===== src/rtl/mem_arb_pkg.sv =====
// Purpose : shared types and defaults for the single-port memory arbiter.
// Latency : n/a (types and constants only).
// Backpressure: n/a.
//
// Contents:
//   ADDR_W_DEF / DATA_W_DEF / STARVE_MAX_DEF - default widths and starvation limit
//   port_t  - identifies the fetch (PORT_IF) or data (PORT_DM) requester
//   state_t - read-outstanding tracking: IDLE, RD_IF, RD_DM
//   next_state() - which read (if any) the current grant leaves outstanding
package mem_arb_pkg;

    localparam int ADDR_W_DEF     = 10;
    localparam int DATA_W_DEF     = 32;
    localparam int STARVE_MAX_DEF = 4;

    typedef enum logic {
        PORT_IF = 1'b0,
        PORT_DM = 1'b1
    } port_t;

    typedef enum logic [1:0] {
        IDLE  = 2'd0,
        RD_IF = 2'd1,
        RD_DM = 2'd2
    } state_t;

    // A fetch grant is always a read; a data grant is a read only when dm_we=0.
    // Grants are mutually exclusive, so the fetch test can come first.
    function automatic state_t next_state(input logic if_gnt,
                                          input logic dm_gnt,
                                          input logic dm_we);
        state_t ns;
        ns = IDLE;
        if (if_gnt) begin
            ns = RD_IF;
        end else if (dm_gnt && !dm_we) begin
            ns = RD_DM;
        end
        return ns;
    endfunction

endpackage


===== src/rtl/mem_arb_sel.sv =====
// Purpose : combinational grant picker for the fetch/data memory arbiter.
// Latency : zero cycles, pure combinational decode of requests and state.
// Backpressure: a losing requester simply sees no grant and must hold its request.
//
// Ports:
//   block    in  forces both grants low (used while the arbiter is in reset)
//   if_req   in  fetch request
//   dm_req   in  data request
//   last_gnt in  port granted most recently (PORT_IF / PORT_DM encoding)
//   starve   in  fetch starvation counter has reached its limit
//   if_gnt   out fetch granted this cycle
//   dm_gnt   out data granted this cycle
//
// Build option: MEM_ARB_RR_EN selects round-robin contention resolution;
// otherwise data wins contention unless the fetch side is starving.
import mem_arb_pkg::*;

module mem_arb_sel (
    input  logic block,
    input  logic if_req,
    input  logic dm_req,
    input  logic last_gnt,
    input  logic starve,
    output logic if_gnt,
    output logic dm_gnt
);

    always_comb begin
        if_gnt = 1'b0;
        dm_gnt = 1'b0;
        if (!block) begin
            if (if_req && dm_req) begin
`ifdef MEM_ARB_RR_EN
                // Alternate: whoever was not served last wins.
                if (last_gnt == PORT_DM) begin
                    if_gnt = 1'b1;
                end else begin
                    dm_gnt = 1'b1;
                end
`else
                // Data has fixed priority; a starving fetch overrides it once.
                if (starve) begin
                    if_gnt = 1'b1;
                end else begin
                    dm_gnt = 1'b1;
                end
`endif
            end else begin
                // A lone requester is always served immediately.
                if_gnt = if_req;
                dm_gnt = dm_req;
            end
        end
    end

    // Input not consulted in this build; sink it so it is not left dangling.
`ifdef MEM_ARB_RR_EN
    logic unused_starve;
    assign unused_starve = starve;
`else
    logic unused_last_gnt;
    assign unused_last_gnt = last_gnt;
`endif

endmodule


===== src/rtl/mem_arbiter.sv =====
// Purpose : arbitrates a fetch port and a data port onto one synchronous memory.
// Latency : grant and memory command in the request cycle; read data 1 cycle later.
// Backpressure: level-sensitive requests, no queue; a denied port holds its request.
//
// Ports:
//   clk, rst                                  clock, synchronous active-high reset
//   if_req/if_addr -> if_gnt/if_rvalid/if_rdata/if_stall   fetch port (read only)
//   dm_req/dm_we/dm_addr/dm_wdata -> dm_gnt/dm_rvalid/dm_rdata   data port
//   mem_en/mem_we/mem_addr/mem_wdata, mem_rdata  memory port (read data 1 cycle after mem_en)
//
// Build option: define MEM_ARB_RR_EN for round-robin contention handling; by
// default data has priority and the fetch side gets a forced grant after
// STARVE_MAX consecutive denials.
import mem_arb_pkg::*;

module mem_arbiter #(
    parameter int ADDR_W     = ADDR_W_DEF,
    parameter int DATA_W     = DATA_W_DEF,
    parameter int STARVE_MAX = STARVE_MAX_DEF
) (
    input  logic              clk,
    input  logic              rst,
    input  logic              if_req,
    input  logic [ADDR_W-1:0] if_addr,
    output logic              if_gnt,
    output logic              if_rvalid,
    output logic [DATA_W-1:0] if_rdata,
    output logic              if_stall,
    input  logic              dm_req,
    input  logic              dm_we,
    input  logic [ADDR_W-1:0] dm_addr,
    input  logic [DATA_W-1:0] dm_wdata,
    output logic              dm_gnt,
    output logic              dm_rvalid,
    output logic [DATA_W-1:0] dm_rdata,
    output logic              mem_en,
    output logic              mem_we,
    output logic [ADDR_W-1:0] mem_addr,
    output logic [DATA_W-1:0] mem_wdata,
    input  logic [DATA_W-1:0] mem_rdata
);

    localparam int                CNT_W      = $clog2(STARVE_MAX + 1);
    localparam logic [CNT_W-1:0]  STARVE_LIM = CNT_W'(STARVE_MAX);

    state_t             state;
    port_t              last_gnt;
    logic [CNT_W-1:0]   starve_cnt;
    logic               starve;
    logic [DATA_W-1:0]  if_rdata_q;
    logic [DATA_W-1:0]  dm_rdata_q;

    assign starve = (starve_cnt == STARVE_LIM);

    // Reset blocks every grant so nothing reaches the memory during reset.
    mem_arb_sel u_sel (
        .block    (rst),
        .if_req   (if_req),
        .dm_req   (dm_req),
        .last_gnt (last_gnt),
        .starve   (starve),
        .if_gnt   (if_gnt),
        .dm_gnt   (dm_gnt)
    );

    assign if_stall = if_req & ~if_gnt;

    // Memory command follows the winner; idle bus is driven to zero.
    assign mem_en    = if_gnt | dm_gnt;
    assign mem_we    = dm_gnt & dm_we;
    assign mem_addr  = dm_gnt ? dm_addr : (if_gnt ? if_addr : '0);
    assign mem_wdata = mem_we ? dm_wdata : '0;

    // The outstanding-read state says whose data is on mem_rdata this cycle.
    // Gating with rst drops a read that was granted just before reset, so no
    // response is ever delivered across a reset.
    assign if_rvalid = (state == RD_IF) & ~rst;
    assign dm_rvalid = (state == RD_DM) & ~rst;

    // Live data while valid, otherwise the last value delivered on that port.
    assign if_rdata = if_rvalid ? mem_rdata : if_rdata_q;
    assign dm_rdata = dm_rvalid ? mem_rdata : dm_rdata_q;

    always_ff @(posedge clk) begin
        if (rst) begin
            state      <= IDLE;
            last_gnt   <= PORT_IF;
            starve_cnt <= '0;
            if_rdata_q <= '0;
            dm_rdata_q <= '0;
        end else begin
            if (if_rvalid) begin
                if_rdata_q <= mem_rdata;
            end
            if (dm_rvalid) begin
                dm_rdata_q <= mem_rdata;
            end

            // A new grant overwrites the state every cycle, so back-to-back
            // reads pipeline without a bubble.
            state <= next_state(if_gnt, dm_gnt, dm_we);

            if (if_gnt) begin
                last_gnt <= PORT_IF;
            end else if (dm_gnt) begin
                last_gnt <= PORT_DM;
            end

`ifdef MEM_ARB_RR_EN
            starve_cnt <= '0;
`else
            // Counts consecutive denials of a waiting fetch; any fetch grant
            // or a dropped request restarts the count.
            if (if_req && !if_gnt) begin
                if (!starve) begin
                    starve_cnt <= starve_cnt + 1'b1;
                end
            end else begin
                starve_cnt <= '0;
            end
`endif
        end
    end

endmodule

===== config.mk =====
export PLATFORM = sky130hd
export DESIGN_NAME = mem_arbiter
export DESIGN_NICKNAME = d
export VERILOG_FILES = /design/src/rtl/mem_arb_pkg.sv /design/src/rtl/mem_arb_sel.sv /design/src/rtl/mem_arbiter.sv
export SDC_FILE = /design/constraint.sdc
export NUM_CORES = 1
export LEC_CHECK = 0
export BUFFER_PORTS_ARGS = -buffer_cell sky130_fd_sc_hd__buf_4
export CAP_MARGIN = 10
export CORE_MARGIN = 3
export CORE_UTILIZATION = 42
export DETAILED_ROUTE_END_ITERATION = 7
export PLACE_DENSITY = 0.76
export SKIP_LAST_GASP = 1
export SLEW_MARGIN = 20
export SYNTH_ARGS = -nofsm -noshare
export SYNTH_HDL_FRONTEND = slang
export SYNTH_HIERARCHICAL = 1
export SYNTH_SLANG_ARGS = --single-unit
export TNS_END_PERCENT = 10

===== constraint.sdc =====
create_clock -name clk -period 1.7 [get_ports clk]
set_input_delay 0.17 -clock clk [delete_from_list [all_inputs] [get_ports clk]]
set_output_delay 0.17 -clock clk [all_outputs]
set_load 0.01 [all_outputs]

==> metrics.md <==
| Metric | Value |
|---|---|
| Status | `complete, but fails checks` |
| CTS clk-pin slew, worst paths | `80 ps` |
| Worst setup SP type | `flip-flop` |
| Critical R2R Capture | `starve_cnt[2]` |
| Multi-input logic area | `2439 um^2` |
| Crit path time final | `2054 ps` |
| Remaining global-route overflow | `0` |
| Crit path launch | `starve_cnt[1]` |
| Maxcap violations | `0` |
| Layout Skew | `8.024 ps` |
| Setup TNS | `-27370 ps` |
| Gate Count Post-Synth | `439` |
| Worst-path cell chain | `inv_2, ha_4, nand2_4, inv_4, a211oi_4, buf_4, buf_12, and3_4, buf_4` |
| Reg2Reg Launch Point | `starve_cnt[1]` |
| CTS Root Cell | `clkbuf_8` |
| Total clock sinks | `69` |
| Worst Tran Pin Value | `646.5 ps` |
| Crit-path max FO | `11` |
| Die height | `102.6 um` |
| Crit path to | `mem_wdata[10]` |
| R2R Setup Slk | `190 ps` |
| Fin util | `68.65%` |
| Crit path top cell by count | `buf_4` |
| CTS Buf Count | `9` |
| Slew HR | `56.90%` |
| WS Path Type | `reg -> out` |
| Failing checks | `setup timing` |
| Yosys warns | `6` |
| WL/cell | `16.11 um` |
| Most common cell after layout, fill and taps aside | `buf_4` |
| Maximum clock frequency | `486.9 MHz` |
| Slowest stage cell on the critical path | `dfxtp_2` |
| Die outline area | `10530 um^2` |
| Global placement routability congestion | `0.8040` |
| Drt total wl | `12130 um` |
| Maximum VDD drop | `414.2 uV` |
| Vias post-DR | `3864` |
| Core Rows | `34` |
| Pins Over Slew Limit | `0` |
| First drt pass iteration count | `5` |
| Initial core utilization | `44.08%` |
| First-pass GRT wire length | `18080 um` |
| Clock latency on the worst-skew pair | `340 ps` |
| CTS tree | `built` |
| Vias in the first global route | `3713` |
| Unrepaired setup endpoints after global routing | `yes` |
| P_leak | `2.737 nW` |
| Pin count of the biggest net entering global routing | `63` |
| Core region area | `8891 um^2` |
| Die Width | `102.6 um` |
| Average vias per placed instance | `5.131` |
| DR iter-0 viols | `124` |
| CP endpoint kind | `primary output` |
| Share of cells above drive strength 1 | `54.57%` |
| Final setup fails | `111` |
| Most frequent cells in the layout | `202 x buf_4, 131 x nand2_1, 67 x dfxtp_1, 65 x a21oi_1, 58 x mux2_4` |
| Synthesized Nets | `530` |
| Critical Path RT | `1530 ps` |
| Worst Slack Setup Final | `-353.8 ps` |
| CP arrival | `1880 ps` |
| PortBufs | `201` |
| GR Util All Layers | `21.83%` |
| Syn avg cell area | `8.927 um^2` |
| Bufs on Longest Clock Path | `2` |
| Worst r2r path cells | `9` |
| HP Class | `in -> reg` |
| Worst path max stage delay | `330 ps` |
| Final Power | `3.732 mW` |
| # fillers | `683` |
| Final nets | `731` |
| DRC Markers | `0` |
| Remaining antenna violation count | `0` |
| Initial antenna violation count | `0` |
| Period utilisation layout | `120.8%` |
| FF+latch area | `1384 um^2` |
| Power per Cell Area | `611.5 nW/um^2` |
| CTS Hold Bufs | `0` |
| ANT cells | `0` |
| Final hold violations | `0` |
| DP HPWL | `8888 um` |
| H-tree depth | `3` |
| Post-place setup slack | `-199.6 ps` |
| Mapped Area | `3919 um^2` |
| P&R area growth vs syn | `55.75%` |
| Ports | `202` |
## where the power goes
| part | leakage (nW) | switching (mW) | internal [mW] | total, mW |
|---|---|---|---|---|
| Combinational | 2.08 | 0.322 | 0.426 | 0.747 |
| Sequential | 0.559 | 0.0176 | 1.65 | 1.67 |
| Clock | 0.0964 | 0.602 | 0.714 | 1.32 |
## final cells by class
type / count / area share (%)
Inverter: 5 / 0.3485
Clock buffer: 12 / 2.378
Clock inverter: 4 / 0.7790
Multi-Input combinational cell: 326 / 39.95
Sequential cell: 69 / 22.67
Timing Repair Buffer: 229 / 31.65
Tap cell: 108 / 2.214
## critical path: cells and delay by family (launching register included)
kind / cells / cell delay (ps)
flops: 1 / 330
fa+ha+maj: 1 / 170
compound gates: 1 / 270
simple gates: 2 / 250
buf+inv: 5 / 520
## stage by stage
step	area [um^2]	hold slack (ps)	std cells
after global placement	5699	439.3	729
final	6103	97.90	753
after global routing	6103	98.07	753
after detailed placement	5699	446.1	729
after CTS	5949	79.13	749
after floorplan	4146	249.3	439
## routing by layer
layer	vias up	global-route usage (%)	wire length, um
met1	1808	23.66	4457
met5	-	0	0
met2	158	40.37	6402
met3	20	5.683	1000
met4	0	8.375	268
li1	1878	-	-
## how the worst min path moves through the flow
stage                        start              to  slack, ps  cells after the start
floorplan                    dm_we        state[1]        250                      1
global placement    dm_rdata_q[31]  dm_rdata_q[31]        440                      2
detailed placement  dm_rdata_q[26]  dm_rdata_q[26]        450                      2
CTS                   mem_rdata[1]   if_rdata_q[1]         80                      3
global route         mem_rdata[29]  dm_rdata_q[29]        100                      3
finish               mem_rdata[13]  if_rdata_q[13]        100                      3
## state kept, by name (all words and copies together), names as in the netlist
register and flops:
if_rdata_q 32, state 2, dm_rdata_q 32, starve_cnt 3
## what timing repair did
action	CTS	global route
cloned	1	4
buffers inserted	3	1
pin swaps	1	2
setup endpoints to repair	111	111
gates resized for setup	3	24
No activity file was read; power rests on OpenSTA's default activity.
